<file path="config.mk">
export PLATFORM = sky130hd
export DESIGN_NAME = result_reporter
export DESIGN_NICKNAME = d
export VERILOG_FILES = /design/src/rtl/result_reporter_pkg.sv /design/src/rtl/bin2bcd.sv /design/src/rtl/result_reporter.sv
export SDC_FILE = /design/constraint.sdc
export NUM_CORES = 1
export LEC_CHECK = 0
export BUFFER_PORTS_ARGS = -buffer_cell sky130_fd_sc_hd__buf_4
export CORE_MARGIN = 8
export CORE_UTILIZATION = 55
export CTS_CLUSTER_DIAMETER = 60
export CTS_CLUSTER_SIZE = 10
export DETAILED_ROUTE_END_ITERATION = 6
export PLACE_DENSITY = 0.74
export SYNTH_ARGS = -nofsm -noshare
export SYNTH_HDL_FRONTEND = slang
export SYNTH_SLANG_ARGS = --single-unit
export TNS_END_PERCENT = 1
</file>
<file path="constraint.sdc">
create_clock -name clk -period 2.05 [get_ports clk]
set_clock_uncertainty 0.05 [all_clocks]
set_input_delay 0.41 -clock clk [delete_from_list [all_inputs] [get_ports clk]]
set_output_delay 0.41 -clock clk [all_outputs]
set_load 0.05 [all_outputs]
</file>
<file path="src/rtl/result_reporter_pkg.sv">
// result_reporter_pkg: FSM state encoding and ASCII byte constants
// shared by result_reporter and its bench.
package result_reporter_pkg;

   typedef enum logic [2:0] {
      IDLE,
      CONV,
      SKIP,
      SEND_DIG,
      SEND_CR,
      SEND_LF,
      SEND_ERR
   } state_t;

   localparam logic [7:0] ASC_ZERO = 8'h30;
   localparam logic [7:0] ASC_CR   = 8'h0D;
   localparam logic [7:0] ASC_LF   = 8'h0A;
   localparam logic [7:0] ASC_E    = 8'h45;
   localparam logic [7:0] ASC_R    = 8'h52;

endpackage

</file>
<file path="src/rtl/bin2bcd.sv">
// bin2bcd: serial double-dabble, one bit per cycle for RESULT_W cycles.
// Ports: start/value capture, busy while shifting, done on the last shift,
// bcd holds NDIG digits (LS digit in bits 3:0) until the next start.
module bin2bcd #(
   parameter int RESULT_W = 40,
   parameter int NDIG     = 13
) (
   input  logic                  clk,
   input  logic                  rst_n,
   input  logic                  start,
   input  logic [RESULT_W-1:0]   value,
   output logic                  busy,
   output logic                  done,
   output logic [4*NDIG-1:0]     bcd
);

   localparam int CW = $clog2(RESULT_W + 1);

   logic [RESULT_W-1:0] bin_q;
   logic [CW-1:0]       cnt_q;
   logic [4*NDIG-1:0]   adj;

   // add-3 to every digit >= 5 before the shift
   always_comb begin
      adj = bcd;
      for (int i = 0; i < NDIG; i++) begin
         if (bcd[4*i +: 4] >= 4'd5) begin
            adj[4*i +: 4] = bcd[4*i +: 4] + 4'd3;
         end
      end
   end

   always_ff @(posedge clk or negedge rst_n) begin
      if (!rst_n) begin
         bin_q <= '0;
         bcd   <= '0;
         cnt_q <= '0;
      end else if (start) begin
         bin_q <= value;
         bcd   <= '0;
         cnt_q <= CW'(RESULT_W);
      end else if (cnt_q != '0) begin
         bcd   <= {adj[4*NDIG-2:0], bin_q[RESULT_W-1]};
         bin_q <= {bin_q[RESULT_W-2:0], 1'b0};
         cnt_q <= cnt_q - CW'(1);
      end
   end

   assign busy = (cnt_q != '0);
   assign done = (cnt_q == CW'(1));

endmodule

</file>
<file path="src/rtl/result_reporter.sv">
// result_reporter: prints the solver result as decimal ASCII + CR LF,
// or "ERR" CR LF on error, over a valid/ready byte stream.
// Ports: clk, rst_n, result/done/error from solver,
// tx_data/tx_valid/tx_ready byte sink, busy, report_done pulse.
module result_reporter
   import result_reporter_pkg::*;
#(
   parameter int RESULT_W = 40,
   parameter int NDIG     = 13
) (
   input  logic                clk,
   input  logic                rst_n,
   input  logic [RESULT_W-1:0] result,
   input  logic                done,
   input  logic                error,
   output logic [7:0]          tx_data,
   output logic                tx_valid,
   input  logic                tx_ready,
   output logic                busy,
   output logic                report_done
);

   localparam int IW = $clog2(NDIG);

   state_t          state_q, state_d;
   logic [IW-1:0]   idx_q, idx_d;
   logic [1:0]      ecnt_q, ecnt_d;
   logic            rdone_q, rdone_d;
   logic            done_q, error_q;
   logic            done_rise, err_rise;
   logic            cv_start, cv_busy, cv_done;
   logic [4*NDIG-1:0] bcd;
   logic [3:0]      digit;

   bin2bcd #(
      .RESULT_W (RESULT_W),
      .NDIG     (NDIG)
   ) u_conv (
      .clk   (clk),
      .rst_n (rst_n),
      .start (cv_start),
      .value (result),
      .busy  (cv_busy),
      .done  (cv_done),
      .bcd   (bcd)
   );

   assign done_rise = done & ~done_q;
   assign err_rise  = error & ~error_q;
   assign digit     = bcd[4*int'(idx_q) +: 4];

   always_ff @(posedge clk or negedge rst_n) begin
      if (!rst_n) begin
         state_q <= IDLE;
         idx_q   <= '0;
         ecnt_q  <= '0;
         rdone_q <= 1'b0;
         done_q  <= 1'b0;
         error_q <= 1'b0;
      end else begin
         state_q <= state_d;
         idx_q   <= idx_d;
         ecnt_q  <= ecnt_d;
         rdone_q <= rdone_d;
         done_q  <= done;
         error_q <= error;
      end
   end

   always_comb begin
      state_d  = state_q;
      idx_d    = idx_q;
      ecnt_d   = ecnt_q;
      rdone_d  = 1'b0;
      cv_start = 1'b0;
      tx_valid = 1'b0;
      tx_data  = 8'h00;
      unique case (state_q)
         IDLE: begin
            // error wins a same-cycle tie with done
            if (err_rise) begin
               state_d = SEND_ERR;
               ecnt_d  = '0;
            end else if (done_rise) begin
               cv_start = 1'b1;
               state_d  = CONV;
            end
         end
         CONV: begin
            if (cv_done || !cv_busy) begin
               state_d = SKIP;
               idx_d   = IW'(NDIG - 1);
            end
         end
         SKIP: begin
            if (idx_q != '0 && digit == 4'd0) begin
               idx_d = idx_q - IW'(1);
            end else begin
               state_d = SEND_DIG;
            end
         end
         SEND_DIG: begin
            tx_valid = 1'b1;
            tx_data  = ASC_ZERO + {4'h0, digit};
            if (tx_ready) begin
               if (idx_q == '0) begin
                  state_d = SEND_CR;
               end else begin
                  idx_d = idx_q - IW'(1);
               end
            end
         end
         SEND_ERR: begin
            tx_valid = 1'b1;
            tx_data  = (ecnt_q == 2'd0) ? ASC_E : ASC_R;
            if (tx_ready) begin
               if (ecnt_q == 2'd2) begin
                  state_d = SEND_CR;
               end else begin
                  ecnt_d = ecnt_q + 2'd1;
               end
            end
         end
         SEND_CR: begin
            tx_valid = 1'b1;
            tx_data  = ASC_CR;
            if (tx_ready) state_d = SEND_LF;
         end
         SEND_LF: begin
            tx_valid = 1'b1;
            tx_data  = ASC_LF;
            if (tx_ready) begin
               state_d = IDLE;
               rdone_d = 1'b1;
            end
         end
         default: state_d = IDLE;
      endcase
   end

   assign busy        = (state_q != IDLE);
   assign report_done = rdone_q;

endmodule

</file>
==> flow_summary.yaml <==
status:
  status: "finished with violations"
  failed_checks: "negative setup slack"
sta:
  fmax_ghz: 0.384
  setup_violations: 9
  worst_hold_slack_ps: 116
  layout_min_cycle_time_ps: 2600
  period_share_pct: 127
  rsz0062_at_grt: "yes"
  slew_headroom_pct: 64.1
  finalHoldViolations: 0
  fin_ws_ps: -552
  tightest_slew_ps: 539
  maxSlewViolCount: 0
cells_and_area:
  area_delta_synth_final_pct: 24.1
  fin_cells: 1021
  fin_util_pct: 69.4
  mostFrequentLayoutCell: "buf_4"
  nets: 947
  antenna_cells: 0
  drive_gt1_share_pct: 22.2
  final_cell_mix: "buf_4 (124), nand2_1 (120), dfrtp_1 (106), o21ai_0 (79), a21oi_1 (69)"
place:
  portBuffers: 54
  place_hpwl_um: 11500
  gp_congestion: 0.844
  place_inst: 1004
power:
  p_leak_uw: 0.00366
  vdd_drop_max_mv: 0.704
  total_power_uw: 13500
  power.density_nw_per_um2: 1620
routing:
  drt-initial-drc-count: 386
  drc: 0
  viasPerCell: 5.76
  vias: 5879
  firstDrtPassIters: 5
  antenna_left: 0
  routed_wl_um: 15800
  wl_per_cell_um: 15.5
cts:
  worstSkewPairLatency_ps: 360
  cts_tree: "yes"
  h-tree-depth: 3
  root_buffer: "clkbuf_16"
  cts.sinks: 110
  numCtsBuffers: 9
  cts_max_path_buffers: 2
  path_clk_slew_ps: 80
yosys:
  syn_inst: 761
  synth_area_um2: 6690
  avgSynthCellArea_um2: 8.79
  ys_warn_count: 0
  synth_seq_cells: 110
  synth_edf_count: 0
  synthFlopType: "dfrtp_1"
  synth_nets: 838
  yosys.cell_types.count: 56
  async_reset_ff_share_pct: 100
  ys_seq_area_share_pct: 41.2
global_route:
  grt_max_degree: 115
  grt_pass1_vias: 5969
  gr-total-overflow: 0
  grtUsageTotal_pct: 20.7
  antenna_found_initial: 0
  grt_pass1_wl_um: 27400
worst_hold_path:
  min-delay-path-class: "input port to register"
  holdPathStages: 1
worst_setup_path:
  reg2reg_slack_ps: -480
  worstPathMaxFanout: 10
  worstRegToRegCells: 9
  cp-start-kind: "register"
  endpoint_kind: "primary output"
  worstPathRequired_ps: 1590
  arrival_ps: 2140
  path_class: "register to primary output"
floorplanning:
  fp-row-count: 40
  die_w_um: 126
  ios: 56
  dieArea_um2: 15900
  core_um2: 12000
  start_util_pct: 55.9
  die_h_um: 126
run:
  max_cap_viol_count: 0
-- layout make-up --
type	count	area, µm²
Clock buffer	10	239
Timing Repair Buffer	140	1180
Sequential cell	110	2760
Multi-Input combinational cell	569	3740
Fill cell	935	3660
Clock inverter	5	42.5
Inverter	40	153
Tap cell	147	184
-- stage by stage --
stage          setup slack (ps)  TNS (ps)  area, µm²
3_3_place_gp               -305     -2360       7870
6_report                   -552     -3990       8300
4_1_cts                    -558     -4030       8250
5_1_grt                    -621     -5030       8300
2_1_floorplan              -216     -5250       6740
3_5_place_dp               -360     -2850       7870
-- worst paths after layout --
| kind | to | from |
|---|---|---|
| min reg2reg | ecnt_q[0]$_DFFE_PN0P_ | ecnt_q[0]$_DFFE_PN0P_ |
| max in group asynchronous | u_conv.bin_q[17]$_DFFE_PN0P_ | rst_n |
| max | tx_data[0] | idx_q[0]$_DFFE_PN0P_ |
| max reg2reg | idx_q[3]$_DFFE_PN0P_ | idx_q[0]$_DFFE_PN0P_ |
| min in group asynchronous | u_conv.bcd[44]$_DFFE_PN0P_ | rst_n |
| min | error_q$_DFF_PN0_ | error |
-- Yosys cell counts, types with 3 or more instances --
cell type	number	area share [%]
clkbuf_1	30	1.7
nor2b_1	4	0.37
xnor2_1	15	2.0
nor3b_1	11	1.2
a21oi_1	70	5.2
nor3_1	13	0.97
dfrtp_1	110	41
nor4_1	3	0.28
o21ai_0	88	6.6
ha_1	32	6.0
mux4_2	7	2.4
nand3_1	16	1.2
nand2b_1	17	1.6
buf_2	3	0.22
inv_1	39	2.2
a211oi_1	22	2.5
buf_4	3	0.34
buf_1	4	0.22
nor2_1	50	2.8
o211ai_1	5	0.56
nand2_1	124	7.0
mux2i_1	48	7.2
-- state kept, by name, summed over array words and instances (netlist names) --
register	count
done_q	1
ecnt_q	2
error_q	1
idx_q	4
report_done	1
state_q	3
u_conv.bcd	52
u_conv.bin_q	40
u_conv.cnt_q	6
-- cell families (layout without fill, tap and decap cells) --
| logic type | after synthesis | after routing | share of synthesized area [%] |
|---|---|---|---|
| XOR/XNOR | 15 | 15 | 1.96 |
| adder cells (fa/ha/maj) | 32 | 32 | 5.99 |
| other | 1 | 1 | 0.0561 |
| AND/OR/NAND/NOR | 250 | 250 | 16.9 |
| multiplexers | 60 | 60 | 10.6 |
| buffers and inverters | 82 | 195 | 5.11 |
| flip-flops | 110 | 110 | 41.2 |
| AO/OA/AOI/OAI | 211 | 211 | 18.3 |
-- critical path: stages (launching register included) --
cell and delay, ps:
dfrtp_1 400, buf_12 150, buf_4 130, mux4_2 500, a21oi_2 190, o21ai_2 100, o21ai_4 150, buf_6 170
-- where the power goes --
part | leakage, µW | internal, µW | switching (µW)
combinational | 0.00214 | 3730 | 4020
sequential | 0.00138 | 3160 | 855
clock | 0.000136 | 868 | 838
total | 0.00366 | 7750 | 5710
-- per-layer routing --
layer  wire (µm)  share of wire, %  vias to the layer above  track usage [%]
met3         497               3.1                       25             3.38
met5           0                 0                        -                0
li1            -                 -                     2863                -
met1        7160                45                     2861             25.3
met2        7880                50                      130             35.8
met4         288               1.8                        0             8.14
-- what timing repair did --
action	CTS	global route
setup endpoints to repair	15	57
gates cloned	0	0
hold buffers	1	0
resized for setup	22	13
buffers inserted	1	0
hold endpoints to repair	16	0
pin swaps	5	4
(Power assumes the default switching activity.)
